===== src/rtl/stopwatch_ctrl.sv =====
`default_nettype none
// +--------------------------------------------------------------------------+
// | stopwatch_ctrl: button sync/debounce, run/pause/clear FSM, tick prescaler |
// | Optional lap freeze built when STOPWATCH_LAP_EN is defined.              |
// | Rev 1.0                                                                  |
// +--------------------------------------------------------------------------+
module stopwatch_ctrl #(
  parameter int TICK_DIV  = 10_000_000,
  parameter int DB_CYCLES = 1_000_000
) (
  input  logic       clk,
  input  logic       reset_n,
  input  logic       btn_start_stop,
  input  logic       btn_clear,
  input  logic       btn_lap,
  output logic       run,
  output logic       tick,
  output logic       clr,
  output logic       hold,
  output logic [1:0] state
);

  localparam int c_DB_W = $clog2(DB_CYCLES);
  localparam int c_PS_W = $clog2(TICK_DIV);
  localparam logic [c_DB_W-1:0] c_DB_MAX   = c_DB_W'(DB_CYCLES - 1);
  localparam logic [c_PS_W-1:0] c_TICK_MAX = c_PS_W'(TICK_DIV - 1);
`ifdef STOPWATCH_LAP_EN
  localparam int c_NBTN = 3;
`else
  localparam int c_NBTN = 2;
`endif

  typedef enum logic [1:0] {
    ST_IDLE    = 2'd0,
    ST_RUNNING = 2'd1,
    ST_PAUSED  = 2'd2,
    ST_LAP     = 2'd3
  } state_t;

  logic [c_NBTN-1:0] w_raw;
  logic [c_NBTN-1:0] w_press;
  logic              w_start;
  logic              w_clear;
  logic              w_lap;

`ifdef STOPWATCH_LAP_EN
  assign w_raw = {btn_lap, btn_clear, btn_start_stop};
  assign w_lap = w_press[2];
`else
  logic w_unused_lap;
  assign w_raw        = {btn_clear, btn_start_stop};
  assign w_lap        = 1'b0;
  assign w_unused_lap = btn_lap;
`endif
  assign w_start = w_press[0];
  assign w_clear = w_press[1];

  for (genvar i = 0; i < c_NBTN; i++) begin : g_btn
    logic [1:0]        r_sync;
    logic [c_DB_W-1:0] r_cnt;
    logic              r_level;
    logic              r_press;

    // Level flips on the DB_CYCLES-th differing sample; the press fires on that same edge.
    always_ff @(posedge clk or negedge reset_n) begin
      if (!reset_n) begin
        r_sync  <= 2'b00;
        r_cnt   <= '0;
        r_level <= 1'b0;
        r_press <= 1'b0;
      end else begin
        r_sync  <= {r_sync[0], w_raw[i]};
        r_press <= 1'b0;
        if (r_sync[1] == r_level) begin
          r_cnt <= '0;
        end else if (r_cnt == c_DB_MAX) begin
          r_cnt   <= '0;
          r_level <= r_sync[1];
          r_press <= r_sync[1];
        end else begin
          r_cnt <= r_cnt + 1'b1;
        end
      end
    end

    assign w_press[i] = r_press;
  end

  state_t            r_state;
  state_t            w_state_nxt;
  logic              w_clr_nxt;
  logic              w_run_nxt;
  logic              w_hold_nxt;
  logic              w_adv;
  logic              r_run;
  logic              r_tick;
  logic              r_clr;
  logic              r_hold;
  logic [c_PS_W-1:0] r_presc;

  always_comb begin
    w_state_nxt = r_state;
    w_clr_nxt   = 1'b0;
    case (r_state)
      ST_IDLE: begin
        if (w_clear)      w_clr_nxt   = 1'b1;
        else if (w_start) w_state_nxt = ST_RUNNING;
      end
      ST_RUNNING: begin
        if (w_start)      w_state_nxt = ST_PAUSED;
        else if (w_lap)   w_state_nxt = ST_LAP;
      end
      ST_PAUSED: begin
        if (w_clear) begin
          w_state_nxt = ST_IDLE;
          w_clr_nxt   = 1'b1;
        end else if (w_start) begin
          w_state_nxt = ST_RUNNING;
        end
      end
      ST_LAP: begin
        if (w_start)      w_state_nxt = ST_PAUSED;
        else if (w_lap)   w_state_nxt = ST_RUNNING;
      end
      default: w_state_nxt = ST_IDLE;
    endcase
    w_run_nxt = (w_state_nxt == ST_RUNNING) || (w_state_nxt == ST_LAP);
`ifdef STOPWATCH_LAP_EN
    w_hold_nxt = (w_state_nxt == ST_LAP);
`else
    w_hold_nxt = 1'b0;
`endif
  end

  // Prescaler only advances across edges where run stays high, so a stop edge cannot emit a tick.
  assign w_adv = r_run && w_run_nxt;

  always_ff @(posedge clk or negedge reset_n) begin
    if (!reset_n) begin
      r_state <= ST_IDLE;
      r_run   <= 1'b0;
      r_tick  <= 1'b0;
      r_clr   <= 1'b0;
      r_hold  <= 1'b0;
      r_presc <= '0;
    end else begin
      r_state <= w_state_nxt;
      r_run   <= w_run_nxt;
      r_clr   <= w_clr_nxt;
      r_hold  <= w_hold_nxt;
      r_tick  <= w_adv && (r_presc == c_TICK_MAX);
      if (w_clr_nxt) begin
        r_presc <= '0;
      end else if (w_adv) begin
        r_presc <= (r_presc == c_TICK_MAX) ? '0 : r_presc + 1'b1;
      end
    end
  end

  assign run   = r_run;
  assign tick  = r_tick;
  assign clr   = r_clr;
  assign hold  = r_hold;
  assign state = r_state;

endmodule
`default_nettype wire


===== config.mk =====
export PLATFORM = sky130hd
export DESIGN_NAME = stopwatch_ctrl
export DESIGN_NICKNAME = d
export VERILOG_FILES = /design/src/rtl/stopwatch_ctrl.sv
export SDC_FILE = /design/constraint.sdc
export NUM_CORES = 1
export LEC_CHECK = 0
export ABC_AREA = 1
export CAP_MARGIN = 20
export CORE_MARGIN = 2
export CORE_UTILIZATION = 55
export CTS_CLUSTER_DIAMETER = 30
export DETAILED_ROUTE_END_ITERATION = 10
export GPL_TIMING_DRIVEN = 0
export PLACE_DENSITY_LB_ADDON = 0.05
export SYNTH_ARGS = -nofsm -noshare
export SYNTH_HDL_FRONTEND = slang
export SYNTH_SLANG_ARGS = --single-unit
export TNS_END_PERCENT = 50

===== constraint.sdc =====
create_clock -name clk -period 3.5 [get_ports clk]
set_input_delay 0.35 -clock clk [delete_from_list [all_inputs] [get_ports clk]]
set_output_delay 0.35 -clock clk [all_outputs]
set_load 0.005 [all_outputs]

==> results by stage, run 1 <==
Run status:
- The flow ran to the end, and the final reports show no timing, DRC or antenna violations.

Placed design:
- At the end of routability-driven placement, the weighted congestion stood at 0.948.
- The count of buffers added on input and output ports is 8.
- Summed over all nets, the half-perimeter wirelength after detailed placement is 7.33 mm.
- Counting tap cells, the placed design contains a total of 714 instances.
- Timing analysis after detailed placement gives a worst setup slack of 1.85 ns.

Power and ir drop:
- In this run the static leakage power is between 2 and 2.5 nW.
- The maximum VDD drop is between 0.0002 and 0.00025 V.
- The power after layout is roughly 1.6 mW.
- The power density relative to cell area is 324 nW/um^2.

Die:
- The number of cell rows is 32.
- The initial utilization of the core area, before any placement, comes to 0.573.
- The area inside the core boundary is between 7000 and 8000 sq um.
- From left edge to right edge, the die measures roughly 94 microns.
- The die covers 8830 sq um.
- In this run the count of I/O pins placed on the die edge is 11.
- The vertical extent of the die is around 94 microns.

STA:
- For the final database, setup skew stands at about 0.0082 ns.
- The count of pins over their slew limit is 0.
- For the final routed database, the setup TNS stands at 0 ns.
- Of the available clock period, the critical path in the final layout requires 0.496.
- The highest achievable clock rate is approximately 0.58 GHz.
- Setup repair after global routing left no endpoint under its margin.
- Once routing completed, OpenROAD measured the worst setup slack at about 1.8 ns.
- The final count of negative-setup-slack endpoints is 0.
- The worst path needs 1.74 ns of the cycle, external delays included.
- The number of hold violations in the final report came to 0.

Critical path:
- Across all register-to-register paths, the minimum setup slack is ~1.8 ns.
- For the worst setup path, the data arrival time is between 1.5 and 2 ns.
- The worst setup path is captured at a flip-flop.
- STA classifies the critical path startpoint as a flip-flop.
- The category of the critical setup timing path is flip-flop to flip-flop.
- The reg-to-reg critical path startpoint is r_presc[1]$_DFFE_PN0P_.
- Along the worst path, the maximum fanout reaches 6.
- The terminus of the critical flop-to-flop path is r_presc[12]$_DFFE_PN0P_.
- The worst path required time is 3.74 ns.
- The worst register-to-register path has a depth of 8.

Clock network:
- The post-cts sizing count is 0.
- The number of clock buffers added by TritonCTS is 9.
- The clock tree from TritonCTS is done.
- The tree built by TritonCTS fans out to between 70 and 80 sinks.
- The count of H-tree levels built during CTS is 3.
- The clock-pin slew on the worst setup and hold paths is roughly 0.08 ns.
- The cell sitting at the root of the clock tree is a sky130_fd_sc_hd__clkbuf_8.
- The clock reaches the later pin of the worst-skew pair after 0.35 ns.
- The clock passes through at most 2 buffers.

Routing:
- The overall via count from detail_route is around 3800.
- The highest routing layer actually used is met4.
- For this run, design rule violations remaining after detail routing come to 0.
- The detailed router put a total of 4.73 mm of wire on met1.
- The average routed wire per standard cell is 13.3 microns.
- The routed design has just under 10 mm of wire.
- Wire segments on met3 add up to 515 microns in the final route.
- After the first detailed-routing iteration, the DRC count stood at between 200 and 250.
- The final antenna-violating net count is 0.
- The wire length on met2 is 4.34 mm.
- Dividing the detail-routed via count by the number of cells gives about 5.3.
- Before antenna repair, the detailed router went through 5 iterations.

Logic synthesis:
- The combined area of all synthesized cells is 4450 sq um.
- The proportion of netlist area held by the largest area contributor is 0.433.
- The number of unique standard cell types used by synthesis is 33.
- The cell count after synthesis came out at approximately 600.
- The number of enable-type register cells in the synthesized netlist is 0.
- The synthesis-stage register bit count is 77.
- The per-instance average area after synthesis is roughly 7.4 sq um.
- The xor/xnor cell area share of the yosys netlist is 0.0413.
- The fraction of the mapped netlist area in compound gates was 0.0393.
- Yosys attributes the largest share of cell area to sky130_fd_sc_hd__dfrtp_1 (43%), sky130_fd_sc_hd__nand2_1 (13%), sky130_fd_sc_hd__nor2_1 (8.4%).
- sky130_fd_sc_hd__dfrtp_1 takes more of the synthesized area than any other cell.
- The share of synthesized area occupied by flip-flops and latches is 0.433.
- The proportion of synthesized area in mux cells is 0.
- Of the total synthesized cell area, the portion taken by AND, OR, NAND and NOR gates is 0.391.
- The combinational family with the most area after synthesis is simple AND/OR/NAND/NOR gates.
- Of the total synthesized cell area, the portion taken by full adders, half adders and majority gates is 0.00843.
- The share of synthesized flip-flops with an asynchronous set or reset is 1.00.
- Yosys printed 0 warnings.
- Among all flip-flop cells after synthesis, the most frequent one is sky130_fd_sc_hd__dfrtp_1.
- The number of nets handed over by synthesis was between 600 and 700.

Finish:
- The library cell used most frequently in the layout, excluding fill and tap cells, is sky130_fd_sc_hd__nand2_1.
- The final core area utilization is 0.629.
- In the layout the commonest cells are sky130_fd_sc_hd__nand2_1 (150), sky130_fd_sc_hd__nor2_1 (100), sky130_fd_sc_hd__inv_1 (82), sky130_fd_sc_hd__dfrtp_1 (77), sky130_fd_sc_hd__nand3_1 (40).
- Compared with the post-synthesis result, the final layout area differs by 9.64%.
- The fraction of final layout cells sized beyond drive strength 1 is 0.110.
- The number of inserted diodes is 0.
- The final cell count without fillers is 731.
- The final net count is ~630.

Min path:
- In this run the most critical hold path is launched from g_btn[0].r_sync[0]$_DFF_PN0_.
- The worst hold path passes through 0 cells.
- The worst hold path belongs to the class flip-flop to flip-flop.
- The destination of the worst hold path is g_btn[0].r_sync[1]$_DFF_PN0_.

Global route:
- The via count of the first global-routing pass is about 3700.
- The pin count of the biggest net entering global routing is just under 50.
- Global routing finished with a remaining overflow of 0.
- The wire length of the first global-routing pass is between 15 and 20 mm.
- The overall fraction of global-route tracks in use is 0.242.
- The number of antenna violations at the first check in global routing came to 0.

Run:
- Max-cap violations in this run came to 0.
## kinds of logic after synthesis
kind of cell | count (synthesis)
flops | 77
xor+xnor | 21
simple gates | 374
fa+ha+maj | 3
buf+inv | 94
other cells | 1
compound gates | 33
## Yosys cell counts, types with 5 or more instances
cell type	number
sky130_fd_sc_hd__nor2_2	14
sky130_fd_sc_hd__nand3_1	40
sky130_fd_sc_hd__nand3_2	8
sky130_fd_sc_hd__nand2_2	7
sky130_fd_sc_hd__nand4_1	22
sky130_fd_sc_hd__nor3_1	14
sky130_fd_sc_hd__nor2_1	100
sky130_fd_sc_hd__xor2_1	18
sky130_fd_sc_hd__nand2_1	150
sky130_fd_sc_hd__dfrtp_1	77
sky130_fd_sc_hd__a21oi_1	16
sky130_fd_sc_hd__inv_1	82
sky130_fd_sc_hd__inv_2	5
sky130_fd_sc_hd__o21ai_0	9
## report_power, final
part | internal (mW) | total [mW] | leakage, nW | switching, mW
Combinational | 0.0166 | 0.0521 | 1.10 | 0.0356
Clock | 0.299 | 0.628 | 0.0852 | 0.329
Sequential | 0.897 | 0.903 | 1.06 | 0.00640
## flip-flops by register name (all words and copies together), names as in the netlist
name and cells:
r_presc 24, g_btn.r_cnt 40, g_btn.r_level 2, tick 1, state 2, run 1
clr 1, g_btn.r_sync 4, g_btn.r_press 2
## per-layer routing
layer | track usage | vias up
met5 | 0 | -
met4 | 0.0652 | 0
met3 | 0.0514 | 12
met2 | 0.380 | 95
met1 | 0.341 | 1806
li1 | - | 1936
## layout make-up
type                            instances  area [sq um]
Sequential cell                        77          1930
Timing Repair Buffer                   10           115
Buffer                                  7          58.8
Fill cell                             693          2890
Clock buffer                           12           155
Inverter                               87           327
Multi-Input combinational cell        432          2140
Clock inverter                          4          31.3
Tap cell                              102           128
## stage by stage
stage,area [sq um],hold slack [ns]
CTS,4880,0.357
global placement,4660,0.334
floorplan,4450,0.0544
global route,4880,0.371
finish,4880,0.353
detailed placement,4690,0.317
## how the worst max path moves through the flow
stage	start	end	slack, ns	depth (start not counted)
after floorplan	g_btn[0].r_cnt[0]$_DFF_PN0_	g_btn[0].r_cnt[14]$_DFF_PN0_	2.11	8
after CTS	r_presc[1]$_DFFE_PN0P_	r_presc[12]$_DFFE_PN0P_	1.83	8
after detailed placement	r_presc[1]$_DFFE_PN0P_	r_presc[12]$_DFFE_PN0P_	1.85	8
after global routing	r_presc[1]$_DFFE_PN0P_	r_presc[9]$_DFFE_PN0P_	1.65	8
final	r_presc[1]$_DFFE_PN0P_	r_presc[12]$_DFFE_PN0P_	1.76	8
after global placement	reset_n	r_presc[8]$_DFFE_PN0P_	-0.62	1
## worst max-delay path, cell delays in order, from the launching register on
cell and delay (ns):
sky130_fd_sc_hd__dfrtp_1 0.42, sky130_fd_sc_hd__ha_1 0.20, sky130_fd_sc_hd__nand2_1 0.11, sky130_fd_sc_hd__nor2_2 0.26, sky130_fd_sc_hd__inv_1 0.10, sky130_fd_sc_hd__nor3_1 0.17, sky130_fd_sc_hd__nand3_1 0.17, sky130_fd_sc_hd__nand4_1 0.13
sky130_fd_sc_hd__nand2_1 0.06
## timing repair
action / in CTS / in global routing
endpoints found under the hold margin: 29 / 0
buffers inserted: 0 / 0
hold buffers: 1 / 0
(Power assumes the default switching activity.)
==> inputs of run 2 (changes only) <==
Clock period 3.5 ns to 1.8 ns, I/O delays scaled along.
==> results by stage, run 2 (same netlist as run 1, synthesis figures left out) <==
Run status:
- The flow ran to the end, and the final reports show no timing, DRC or antenna violations.

Critical path:
- The worst-path maximum fanout was 7 (+1).
- The worst path required time is 2.04 ns (-1.70 ns).
- The startpoint kind of the worst setup timing path is a flip-flop.
- The category of the critical setup timing path is flip-flop to flip-flop.
- The kind of capture point of the worst setup path is a flip-flop.
- The data arrival time at the worst-slack endpoint was 1.91 ns (-0.07 ns).

Clock network:
- The number of setup buffers added after CTS is 0 (unchanged).
- The cell sitting at the root of the clock tree is a sky130_fd_sc_hd__clkbuf_8.
- The clock sink total is 77 (unchanged).
- The clock-pin slew on the worst setup and hold paths came to 0.08 ns (about the same).
- The count of H-tree levels built during CTS is 3 (unchanged).
- The number of buffers on the longest clock path came to 2 (unchanged).
- TritonCTS built the clock tree.
- The CTS buffer count is 9 (unchanged).
- The clock latency reported for the late side of the worst-skew pair is 0.35 ns (about the same).

STA:
- The post-route clock skew is 0.00810 ns (-0.0000754 ns).
- The final critical-path setup slack is 0.129 ns (-1.63 ns).
- The highest achievable clock rate came to 0.599 GHz (+4.0%).
- The count of pins over their slew limit is 0 (unchanged).
- The number of hold violations in the final report was 0 (unchanged).
- Setup repair after global routing could not meet its margin everywhere.
- The final critical-path share of the clock period was 0.928 (+0.432).
- The minimum clock period was 1.67 ns (-0.0670 ns).
- The final hold slack was 0.275 ns (-0.0779 ns).
- The final setup TNS was 0 ns (unchanged).
- The final count of negative-setup-slack endpoints is 0 (unchanged).

Global route:
- The via count of the first global-routing pass is 3657 (unchanged).
- The overall fraction of global-route tracks in use is 0.242 (unchanged).
- The total global routing overflow is 0 (unchanged).
- The wire length of the first global-routing pass is 16.7 mm (unchanged).
- The number of antenna violations at the first check in global routing is 0 (unchanged).
- The pin count of the biggest net entering global routing is 49 (unchanged).

Finish:
- The post-layout instance area is 4890 sq um (+0.10%).
- The final core area utilization is 0.629 (+0.000644).
- The total of fill cells in the finished design was 693 (unchanged).
- The library cell used most frequently in the layout, excluding fill and tap cells, is sky130_fd_sc_hd__nand2_1.
- The flip-flop count of the largest register after layout is 40 (unchanged).
- The fraction of final layout cells sized beyond drive strength 1 is 0.110 (unchanged).
- The library cells used most frequently in the layout, excluding fill and tap cells, are sky130_fd_sc_hd__nand2_1 (150), sky130_fd_sc_hd__nor2_1 (100), sky130_fd_sc_hd__inv_1 (82), sky130_fd_sc_hd__dfrtp_1 (77), sky130_fd_sc_hd__nand3_1 (40).
- The largest registers in the layout are g_btn.r_cnt (40), r_presc (24), g_btn.r_sync (4).
- The number of inserted diodes came to 0 (unchanged).
- The final net count is 632 (unchanged).
- The final cell count without fillers is 731 (unchanged).
- The register with the highest flop count is g_btn.r_cnt.
- Compared with the post-synthesis result, the final layout area differs by 9.75%.

Power and ir drop:
- The maximum VDD drop was 0.000398 V (+94%).
- The power density relative to cell area is 631 nW/um^2 (+95%).
- The power after layout came to 3.08 mW (+95%).
- The leakage power summed over all cells is 2.25 nW (about the same).

Die:
- The starting density of the core was 0.573 (unchanged).
- The count of pins on the block boundary came to 11 (unchanged).
- The die boundary width was 94.0 microns (unchanged).
- The vertical extent of the die is 94.0 microns (unchanged).
- The number of cell rows is 32 (unchanged).
- The area of the die is 8830 sq um (unchanged).
- The area inside the core boundary is 7770 sq um (unchanged).

Placed design:
- The area after detailed placement is 4690 sq um (unchanged).
- The placement-stage worst setup slack is 0.149 ns (-1.70 ns).
- The cell count after placement is 714 (unchanged).
- The estimated wirelength of the detail-placed design is 7.33 mm (unchanged).
- The final weighted congestion of routability-driven global placement is 0.948 (unchanged).
- The total of buffers placed on input and output ports is 8 (unchanged).

Min path:
- In this run the worst hold path is classified as input port to flip-flop.

Routing:
- The number of violations reported at the end of detailed-routing iteration 0 is 257 (+17%).
- The detailed-route DRC error count is 0 (unchanged).
- The number of detailed-route iterations in the first pass is 6 (+1).
- The detailed-route vias per instance is 5.25 (-0.21%).
- The wire length after detailed routing came to 9.72 mm (about the same).
- The overall via count from detail_route is 3841 (-0.21%).
- The final antenna-violating net count is 0 (unchanged).
- The average routed wire per standard cell is 13.3 microns (about the same).

Run:
- The number of violations of the max-capacitance limit came to 0 (unchanged).
[run 2: cell counts in the layout (fill, tap and decap cells not counted)]
Identical to the previous run, type by type.
[run 2: per-layer routing]
layer	track usage	share of wire	up-vias
met5	0	0	-
met4	0.0652	0.0094	0
met3	0.0514	0.047	9
met2	0.380	0.45	79
met1	0.341	0.49	1817
li1	-	-	1936
[run 2: cell type report]
cell class | instances | area, sq um | area share
multi-input combinational | 432 | 2150 | 0.439
sequential | 77 | 1930 | 0.394
inverter | 87 | 327 | 0.0668
clock buffer | 12 | 155 | 0.0317
tap | 102 | 128 | 0.0261
timing repair buffer | 10 | 115 | 0.0236
buffer | 7 | 58.8 | 0.0120
clock inverter | 4 | 31.3 | 0.00640
[run 2: repair_timing]
item | CTS | global route
endpoints found under the hold margin | 29 | 0
setup endpoints to repair | 0 | 3
hold buffers | 1 | 0
gates resized for setup | 0 | 1
[run 2: worst paths after layout]
| kind | to | from | cells after the start | slack [ns] |
|---|---|---|---|---|
| max | r_presc[14]$_DFFE_PN0P_ | r_presc[1]$_DFFE_PN0P_ | 9 | 0.13 |
| min | g_btn[0].r_sync[0]$_DFF_PN0_ | btn_start_stop | 1 | 0.27 |
| max reg2reg | r_presc[14]$_DFFE_PN0P_ | r_presc[1]$_DFFE_PN0P_ | 9 | 0.13 |
| min reg2reg | g_btn[0].r_sync[1]$_DFF_PN0_ | g_btn[0].r_sync[0]$_DFF_PN0_ | 0 | 0.35 |
| max in group asynchronous | g_btn[1].r_cnt[8]$_DFF_PN0_ | reset_n | 3 | 0.92 |
| min in group asynchronous | g_btn[0].r_cnt[4]$_DFF_PN0_ | reset_n | 2 | 0.31 |
[run 2: report_power, final]
| group | switching (mW) | total, mW | internal [mW] |
|---|---|---|---|
| Clock | 0.646 | 1.23 | 0.581 |
| Combinational | 0.0690 | 0.101 | 0.0322 |
| Sequential | 0.0125 | 1.76 | 1.74 |
[run 2: worst max-delay path, stage by stage, from the launching register on]
cell and delay, ns:
sky130_fd_sc_hd__dfrtp_1 0.42, sky130_fd_sc_hd__ha_1 0.20, sky130_fd_sc_hd__nand2_1 0.13, sky130_fd_sc_hd__nor2_2 0.22, sky130_fd_sc_hd__and2_1 0.16, sky130_fd_sc_hd__nand3_2 0.07, sky130_fd_sc_hd__nand2_1 0.08, sky130_fd_sc_hd__nand2_2 0.13
sky130_fd_sc_hd__inv_2 0.11, sky130_fd_sc_hd__nor2_1 0.05
==> inputs of run 3 (changes only) <==
Settings changed: CORE_UTILIZATION 55 to 40.
Clock period 1.8 ns to 2.1 ns, I/O delays scaled along.
==> results by stage, run 3 (same netlist as run 1, synthesis figures left out) <==
Power and ir drop:
- The fraction of power consumed by sequential logic is 0.505 (-0.064).
- The combinational power share is 0.029 (-0.004).
- The net load switching power was 0.665 mW (-8.5%).
- The fraction of power consumed by the clock network came to 0.467 (+0.069).
- The power after layout is 2.98 mW (-3.3%).
- The power density relative to cell area is 598 nW/um^2 (-5.3%).
- The internal power summed over all cells is 2.32 mW (-1.7%).
- The maximum VDD drop is 0.000409 V (+2.7%).
- The leakage power summed over all cells is 2.28 nW (+1.4%).
- The fraction of power spent switching nets is 0.223 (-0.0127).

Routing:
- The detailed-route DRC error count is 0 (unchanged).
- The detailed-route vias per instance is 4.87 (-7.2%).
- The wire length after detailed routing is 10.3 mm (+6.0%).
- The average routed wire per standard cell came to 13.4 microns (+0.77%).
- The final antenna-violating net count is 0 (unchanged).
- The overall via count from detail_route is 3748 (-2.4%).
- The number of detailed-route iterations in the first pass came to 4 (-2).
- The number of violations reported at the end of detailed-routing iteration 0 is 158 (-39%).

Min path:
- The worst hold path belongs to the class input port to asynchronous set/reset pin.

STA:
- The count of pins over their slew limit is 0 (unchanged).
- The final critical-path share of the clock period is 0.794 (-0.134).
- The final count of negative-setup-slack endpoints is 0 (unchanged).
- The highest achievable clock rate is 0.599 GHz (+0.14%).
- The number of hold violations in the final report is 0 (unchanged).
- The post-route clock skew is 0.00846 ns (+0.000357 ns).
- Setup repair after global routing left no endpoint under its margin.
- The minimum clock period is 1.67 ns (-0.00226 ns).

Clock network:
- The clock root buffer is sky130_fd_sc_hd__clkbuf_8.
- The clock sink total is 77 (unchanged).
- The post-cts sizing count is 0 (unchanged).
- The clock-pin slew on the worst setup and hold paths was 0.08 ns (about the same).
- The number of buffers on the longest clock path is 2 (unchanged).
- The count of H-tree levels built during CTS came to 3 (unchanged).
- The number of hold buffers added after cts is 1 (unchanged).
- The number of setup buffers added after CTS is 0 (unchanged).
- TritonCTS built the clock tree.
- The CTS buffer count is 9 (unchanged).
- The clock latency reported for the late side of the worst-skew pair came to 0.37 ns (+0.02 ns).

Critical path:
- Among all stages on the critical path, the largest delay is contributed by sky130_fd_sc_hd__dfrtp_1.
- The category of the critical setup timing path is flip-flop to flip-flop.
- In this run the critical register-to-register path is captured at r_presc[12]$_DFFE_PN0P_.
- The startpoint of the most critical setup path is r_presc[1]$_DFFE_PN0P_.
- In this design, the critical path's most frequently occurring cell is sky130_fd_sc_hd__nand2_1.
- The cell count of the worst reg-to-reg path was 8 (-1).
- The timing endpoint of the critical path is r_presc[12]$_DFFE_PN0P_.
- The kind of capture point of the worst setup path is a flip-flop.
- The critical path goes through ha_1 -> nand2_1 -> nor2_2 -> inv_1 -> nor3_1 -> nand3_1 -> nand4_1 -> nand2_1.
- The cell depth of the worst setup path is 8 (-1).
- The worst path required time is 2.36 ns (+0.32 ns).
- The number of buffers and inverters on the critical path is 1 (unchanged).
- The worst-path maximum fanout is 6 (-1).
- STA classifies the critical path startpoint as a flip-flop.
- The reg-to-reg critical path startpoint is r_presc[1]$_DFFE_PN0P_.
- Broken down by cell family, the worst path's largest delay share belongs to simple AND/OR/NAND/NOR gates.
- The data arrival time at the worst-slack endpoint came to 1.93 ns (+0.02 ns).
- The register-to-register setup slack is 0.43 ns (+0.30 ns).
- The delay contributed by the slowest stage of the critical path is 0.39 ns (-0.03 ns).

Finish:
- The area growth from synthesis to layout is 12.1%.
- The total of fill cells in the finished design came to 1123 (+62%).
- The final net count is 632 (unchanged).
- The post-layout instance area is 4990 sq um (+2.1%).
- The library cells used most frequently in the layout, excluding fill and tap cells, are sky130_fd_sc_hd__nand2_1 (150), sky130_fd_sc_hd__nor2_1 (100), sky130_fd_sc_hd__inv_1 (82), sky130_fd_sc_hd__dfrtp_1 (77), sky130_fd_sc_hd__nand3_1 (40).
- The register with the highest flop count is g_btn.r_cnt.
- The flip-flop count of the largest register after layout was 40 (unchanged).
- The number of inserted diodes is 0 (unchanged).
- The final core area utilization is 0.460 (-0.169).
- In the final layout, the registers with the most flip-flops are g_btn.r_cnt (40), r_presc (24), g_btn.r_sync (4).
- The fraction of final layout cells sized beyond drive strength 1 was 0.111 (+0.00159).
- Leaving out fill and tap cells, the most frequent cell in the layout is sky130_fd_sc_hd__nand2_1.

Die:
- The die boundary width came to 110 microns (+17%).
- The number of cell rows is 38 (+19%).
- The area of the die is 12000 sq um (+36%).
- The area inside the core boundary is 10800 sq um (+40%).
- The vertical extent of the die is 110 microns (+17%).
- The count of pins on the block boundary is 11 (unchanged).
- The starting density of the core came to 0.411 (-0.163).

Global route:
- The pin count of the biggest net entering global routing is 65 (+33%).
- The overall fraction of global-route tracks in use is 0.191 (-0.0510).
- The via count of the first global-routing pass was 3646 (-0.30%).
- The wire length of the first global-routing pass is 17.5 mm (+4.5%).
- The total global routing overflow is 0 (unchanged).
- The number of antenna violations at the first check in global routing is 0 (unchanged).

Placed design:
- The area after detailed placement is 4730 sq um (+1.0%).
- The total of buffers placed on input and output ports is 8 (unchanged).
- The final weighted congestion of routability-driven global placement is 0.858 (-9.5%).
- The estimated wirelength of the detail-placed design came to 7.65 mm (+4.4%).

Run:
- The number of violations of the max-capacitance limit came to 0 (unchanged).

Run status:
- The flow ran to the end, and the final reports show no timing, DRC or antenna violations.
-- run 3: power groups by stage --
stage,clock network (mW),logic [mW],registers [mW]
after floorplan,0,0.0360,1.53
after global placement,0,0.0814,1.53
after detailed placement,0,0.0898,1.53
after CTS,1.44,0.0906,1.50
after global routing,1.49,0.102,1.51
final,1.39,0.0860,1.50
-- run 3: cell type report --
class / instances / area, sq um / area share
well taps: 140 / 175 / 0.0351
inverters: 87 / 327 / 0.0654
repair buffers: 10 / 115 / 0.0231
clock buffers: 9 / 124 / 0.0248
multi-input cells: 432 / 2140 / 0.429
plain buffers: 7 / 58.8 / 0.0118
clock inverters: 7 / 123 / 0.0246
flip-flops and latches: 77 / 1930 / 0.386
-- run 3: worst min-delay path by stage --
stage,slack [ns],cells after the start,end,start
final,0.23,2,r_presc[17]$_DFFE_PN0P_,reset_n
after global routing,0.24,2,r_presc[17]$_DFFE_PN0P_,reset_n
after CTS,0.21,2,r_presc[17]$_DFFE_PN0P_,reset_n
after detailed placement,0.09,1,r_presc[17]$_DFFE_PN0P_,reset_n
after global placement,0.33,0,g_btn[1].r_sync[1]$_DFF_PN0_,g_btn[1].r_sync[0]$_DFF_PN0_
after floorplan,-0.09,0,clr$_DFF_PN0_,reset_n
-- run 3: layer usage --
layer	track usage	up-vias	wire (microns)
met2	0.310	56	4820
met5	0	-	0
met1	0.244	1732	4940
met4	0.0904	0	267
met3	0.0368	20	274
li1	-	1940	-
-- run 3: through the flow --
| step | cells | setup WS [ns] | TNS (ns) | hold slack [ns] |
|---|---|---|---|---|
| after global routing | 769 | 0.223 | 0 | 0.245 |
| after CTS | 769 | 0.420 | 0 | 0.214 |
| final | 769 | 0.432 | 0 | 0.231 |
| after global placement | 751 | -2.07 | -158.81 | 0.335 |
| after floorplan | 603 | 0.705 | 0 | -0.0856 |
| after detailed placement | 752 | 0.440 | 0 | 0.0906 |
-- run 3: worst reg2reg max path, stage by stage (launching register included) --
cell	delay (ns)
sky130_fd_sc_hd__dfrtp_1	0.39
sky130_fd_sc_hd__ha_1	0.19
sky130_fd_sc_hd__nand2_1	0.11
sky130_fd_sc_hd__nor2_2	0.25
sky130_fd_sc_hd__inv_1	0.10
sky130_fd_sc_hd__nor3_1	0.17
sky130_fd_sc_hd__nand3_1	0.17
sky130_fd_sc_hd__nand4_1	0.13
sky130_fd_sc_hd__nand2_1	0.06
==> variant 1 (config.mk and constraints of run 3) <==
Reset style: synchronous (`reset_n`), changed in 2 clocked blocks.
--- a/src/rtl/stopwatch_ctrl.sv
+++ b/src/rtl/stopwatch_ctrl.sv
@@ -62,7 +62,7 @@
     logic              r_press;
 
     // Level flips on the DB_CYCLES-th differing sample; the press fires on that same edge.
-    always_ff @(posedge clk or negedge reset_n) begin
+    always_ff @(posedge clk) begin
       if (!reset_n) begin
         r_sync  <= 2'b00;
         r_cnt   <= '0;
@@ -135,7 +135,7 @@
   // Prescaler only advances across edges where run stays high, so a stop edge cannot emit a tick.
   assign w_adv = r_run && w_run_nxt;
 
-  always_ff @(posedge clk or negedge reset_n) begin
+  always_ff @(posedge clk) begin
     if (!reset_n) begin
       r_state <= ST_IDLE;
       r_run   <= 1'b0;
Function: no difference found for any inputs over 10 cycles, from zero or initial values and one cycle with reset_n low; that may be too few to reach the edited logic, so the function may still have changed.
==> variant 1 against run 3 <==
- clock power fell by 27%
- highest routed layer unchanged
- routed wire length fell by 19%
- synthesized area fell by 11%
- design area fell by 12%
- sequential cell count did not move
- critical endpoint is now r_presc[19]
- largest cell class unchanged
- synthesized cell count fell by 1.3%
- setup slack improved by 0.082 ns
- total power fell by 15%
==> variant 1: results (changes against run 3) <==
- Outcome: completed (unchanged)
- Largest net degree at the start of global routing: 14 (was 65)
- Core Area: 0.00973 mm^2 (was 0.0108 mm^2)
- Total track usage: 0.165 (was 0.191)
- Commonest cells post-synth: nand2_1 (153), nor2_1 (132), dfxtp_1 (77) (was nand2_1 (150), nor2_1 (100), inv_1 (82))
- Period utilization: 0.755 (was 0.794)
- Dpl cells: 735 (was 752)
- Mapped Nets: 603 (was 611)
- Largest cells by area after synthesis: dfxtp_1 (39%), nand2_1 (14%), nor2_1 (12%) (was dfrtp_1 (43%), nand2_1 (13%), nor2_1 (8.4%))
- Buffers on Ports: 7 (was 8)
- First-pass GRT wire length: 14600 um (was 17500 um)
- Routability cong.: 0.877 (was 0.858)
- Reg2reg setup slack: 0.51 ns (was 0.43 ns)
- Clk Tree Root Cell: clkbuf_8 (unchanged)
- Vias in the first global route: 3149 (was 3646)
- Min-delay worst type: input port to flop (was input port to async pin)
- Nets: 621 (was 632)
- CP max FO: 10 (was 6)
- Ys flop type: dfxtp_1 (was dfrtp_1)
- Cell variety after synth: 31 (was 33)
- Setup Slack @ Placement: 0.523 ns (was 0.440 ns)
- Clock Latency Late Sink: 0.35 ns (was 0.37 ns)
- Synth async-reset ratio: 0 (was 1.00)
- Final HPWL DP: 6300 um (was 7650 um)
- Syn avg cell area: 6.70 um^2 (was 7.38 um^2)
- Leak Pwr: 1.63 nW (was 2.28 nW)
- Share of cells above drive strength 1: 0.105 (was 0.111)
- Seq/Total Area, Yosys: 0.387 (was 0.433)
- Crit path DAT: 1.83 ns (was 1.93 ns)
- Worst VDD drop: 0.000236 V (was 0.000409 V)
- Layout Skew: 0.00984 ns (was 0.00846 ns)
- 1st-iter DRT viols: 132 (was 158)
- WHS: 0.126 ns (was 0.231 ns)
-- variant 1: worst paths after layout --
path	start	end	cells past startpoint
setup reg to reg	r_presc[1]	r_presc[19]	9
hold / removal	reset_n	g_btn[0].r_sync[1]	3
hold reg to reg	g_btn[0].r_sync[0]	g_btn[0].r_sync[1]	2
setup / recovery	r_presc[1]	r_presc[19]	9
-- variant 1: critical path: stages, from the launching register on --
cell and delay, ns:
dfxtp_1 0.39, ha_1 0.23, nand3_1 0.13, nor2_1 0.15, nand2_1 0.12, nor2_4 0.15, nor2_4 0.06, buf_8 0.15
nand2_1 0.06, nor2_1 0.04
-- variant 1: kinds of logic (layout without fill, tap and decap cells) --
logic type,Yosys count,in the layout,synth area share
AND/OR/NAND/NOR,384,384,0.428
buffers and inverters,78,101,0.0860
flip-flops,77,77,0.387
AO/OA/AOI/OAI,29,29,0.0380
XOR/XNOR,23,23,0.0505
adder cells (fa/ha/maj),3,3,0.00942
other,1,1,0.000941
-- variant 1: final cells by class --
class | count | area [um^2]
Fill cell | 1070 | 5330
Multi-Input combinational cell | 440 | 2100
Sequential cell | 77 | 1540
Inverter | 69 | 259
Tap cell | 133 | 166
Clock buffer | 11 | 141
Buffer | 9 | 83.8
Timing Repair Buffer | 7 | 70.1
Clock inverter | 5 | 36.3
-- variant 1: routing by layer --
metal | GRT usage | share of wire | vias to the layer above
met4 | 0.0714 | 0.0023 | 0
met3 | 0.0315 | 0.022 | 2
met1 | 0.227 | 0.54 | 1538
li1 | - | - | 1872
met2 | 0.251 | 0.44 | 28
met5 | 0 | 0 | -
-- variant 1: power breakdown --
part           internal [W]  switching (W)
Clock              0.000462       0.000559
Sequential          0.00146     0.00000291
Combinational     0.0000181      0.0000300
==> variant 2 (settings of run 3) <==
Without the edit above. Add a define of `STOPWATCH_LAP_EN`.
--- a/src/rtl/stopwatch_ctrl.sv
+++ b/src/rtl/stopwatch_ctrl.sv
@@ -4,6 +4,8 @@
 // | Optional lap freeze built when STOPWATCH_LAP_EN is defined.              |
 // | Rev 1.0                                                                  |
 // +--------------------------------------------------------------------------+
+`define STOPWATCH_LAP_EN
+
 module stopwatch_ctrl #(
   parameter int TICK_DIV  = 10_000_000,
   parameter int DB_CYCLES = 1_000_000
Check against the original RTL: no difference found for any inputs over 10 cycles, from zero or initial values and one cycle with reset_n low; that may be too few to reach the edited logic, so the function may still have changed.
==> variant 2 against run 3 <==
- routed wire length is 4.9% higher
- sequential power up 32%
- setup slack got worse by 0.039 ns
- critical path depth rose by 1
- design area is 20% higher
- total power is 29% higher
- sequential cell count is 24 higher
- synthesized area rose by 20%
- critical path type unchanged
- critical endpoint is now r_presc[7]
- highest routed layer unchanged
==> variant 2: results (changes against run 3) <==
- Outcome: completed (unchanged)
- Sequential Power: 0.00198 W (was 0.00150 W)
- GR Util met1: 0.221 (was 0.244)
- Reg2reg setup slack: 0.39 ns (was 0.43 ns)
- Worst VDD drop: 0.000567 V (was 0.000409 V)
- Cell variety after synth: 28 (was 33)
- Global routing usage on met2: 0.275 (was 0.310)
- RR Endpoint: r_presc[7] (was r_presc[12])
- Min-delay worst type: input port to flop (was input port to async pin)
- Post-cts gate resize count: 0 (unchanged)
- Buffers on Ports: 10 (was 8)
- Commonest cells post-synth: nand2_1 (171), nor2_1 (155), dfrtp_1 (101) (was nand2_1 (150), nor2_1 (100), inv_1 (82))
- Largest net degree at the start of global routing: 57 (was 65)
- Drt total wl: 10800 um (was 10300 um)
- Clk Tree Root Cell: clkbuf_16 (was clkbuf_8)
- Nets: 736 (was 632)
- CP max FO: 10 (was 6)
- PD cells: 639 mW/mm^2 (was 598 mW/mm^2)
- Seq/Total Area, Yosys: 0.473 (was 0.433)
- Sw Ratio: 0.221 (was 0.223)
- FF-to-FF Start: r_presc[0] (was r_presc[1])
- Vias in the first global route: 4282 (was 3646)
- Reg clk slew, reported paths: ~0.07 ns
- Largest registers: g_btn.r_cnt: 60 flops, r_presc: 24 flops, g_btn.r_sync: 6 flops (was g_btn.r_cnt: 40 flops, r_presc: 24 flops, g_btn.r_sync: 4 flops)
- Slew HR: 0.592
- Total track usage: 0.168 (was 0.191)
- Crit path DAT: 1.95 ns (was 1.93 ns)
- GR Layer Usage met3: 0.0385 (was 0.0368)
- Routability cong.: 0.850 (was 0.858)
- Leak Pwr: 2.57 nW (was 2.28 nW)
- Mapped Nets: 713 (was 611)
- Hold Crit Endpoint: g_btn[0].r_sync[0]
- Syn avg cell area: 7.59 um^2 (was 7.38 um^2)
- 1st-iter DRT viols: 204 (was 158)
- Dpl cells: 891 (was 752)
- Vias per std cell: 4.80 (was 4.87)
- Layout Skew: 0.00859 ns (was 0.00846 ns)
- Hold_buf cts: 1 (unchanged)
- Initial antenna violation count: 0 (unchanged)
- R2R depth: 9 (was 8)
- First-pass GRT wire length: 19500 um (was 17500 um)
- Area after DPL: 0.00569 mm^2 (was 0.00473 mm^2)
- Share of cells above drive strength 1: 0.0656 (was 0.111)
- Largest cells by area after synthesis: dfrtp_1 (47%), nand2_1 (12%), nor2_1 (11%) (was dfrtp_1 (43%), nand2_1 (13%), nor2_1 (8.4%))
- Final HPWL DP: 7940 um (was 7650 um)
- WHS: 0.287 ns (was 0.231 ns)
- DR pass1 iterations: 4 (unchanged)
- Comb group: 0.000112 W (was 0.0000860 W)
- Final non-filler cell total: 908 (was 769)
- Max-slew violations: 0 (unchanged)
variant 2: per-stage QoR:
step,worst slack (ns),TNS (ns)
CTS,0.360,0
global route,0.183,0
finish,0.392,0
detailed placement,0.385,0
floorplan,0.615,0
global placement,-3.17,-319.04
variant 2: routing by layer:
metal  share of wire  vias to the layer above  wire (um)
li1                -                     2258          -
met1            0.49                     2046       5310
met2            0.47                       46       5070
met3           0.026                       11        277
met4           0.014                        0        155
met5               0                        -          0
variant 2: cells by family (layout without fill, tap and decap cells):
family | count (synthesis) | after routing | synth area share
buf+inv | 84 | 112 | 0.0646
fa+ha+maj | 4 | 4 | 0.00937
simple gates | 436 | 436 | 0.348
xor+xnor | 37 | 37 | 0.0607
compound gates | 42 | 42 | 0.0438
flops | 101 | 101 | 0.473
variant 2: area by class of cell:
class	count	area (um^2)
Clock inverter	5	57.6
Buffer	5	48.8
Sequential cell	101	2530
Clock buffer	11	253
Fill cell	1339	7130
Multi-Input combinational cell	519	2470
Inverter	79	297
Tap cell	176	220
Timing Repair Buffer	12	135
variant 2: how the worst max path moves through the flow:
stage,from,endpoint,slack (ns),cells after the start
2_1_floorplan,r_presc[0],r_presc[8],0.61,9
3_3_place_gp,reset_n,g_btn[1].r_cnt[15],-3.17,1
3_5_place_dp,r_presc[0],r_presc[17],0.38,10
4_1_cts,r_presc[0],r_presc[21],0.36,10
5_1_grt,r_presc[0],r_presc[17],0.18,10
6_report,r_presc[0],r_presc[7],0.39,9
variant 2: worst max-delay path: stages (launching register included):
cell and delay [ns]:
dfrtp_1 0.41, ha_1 0.21, nand2_2 0.10, nor2_4 0.16
nand2_2 0.09, nor2_2 0.12, nand2_2 0.10, o21ai_4 0.18
buf_6 0.17, nor2_1 0.05
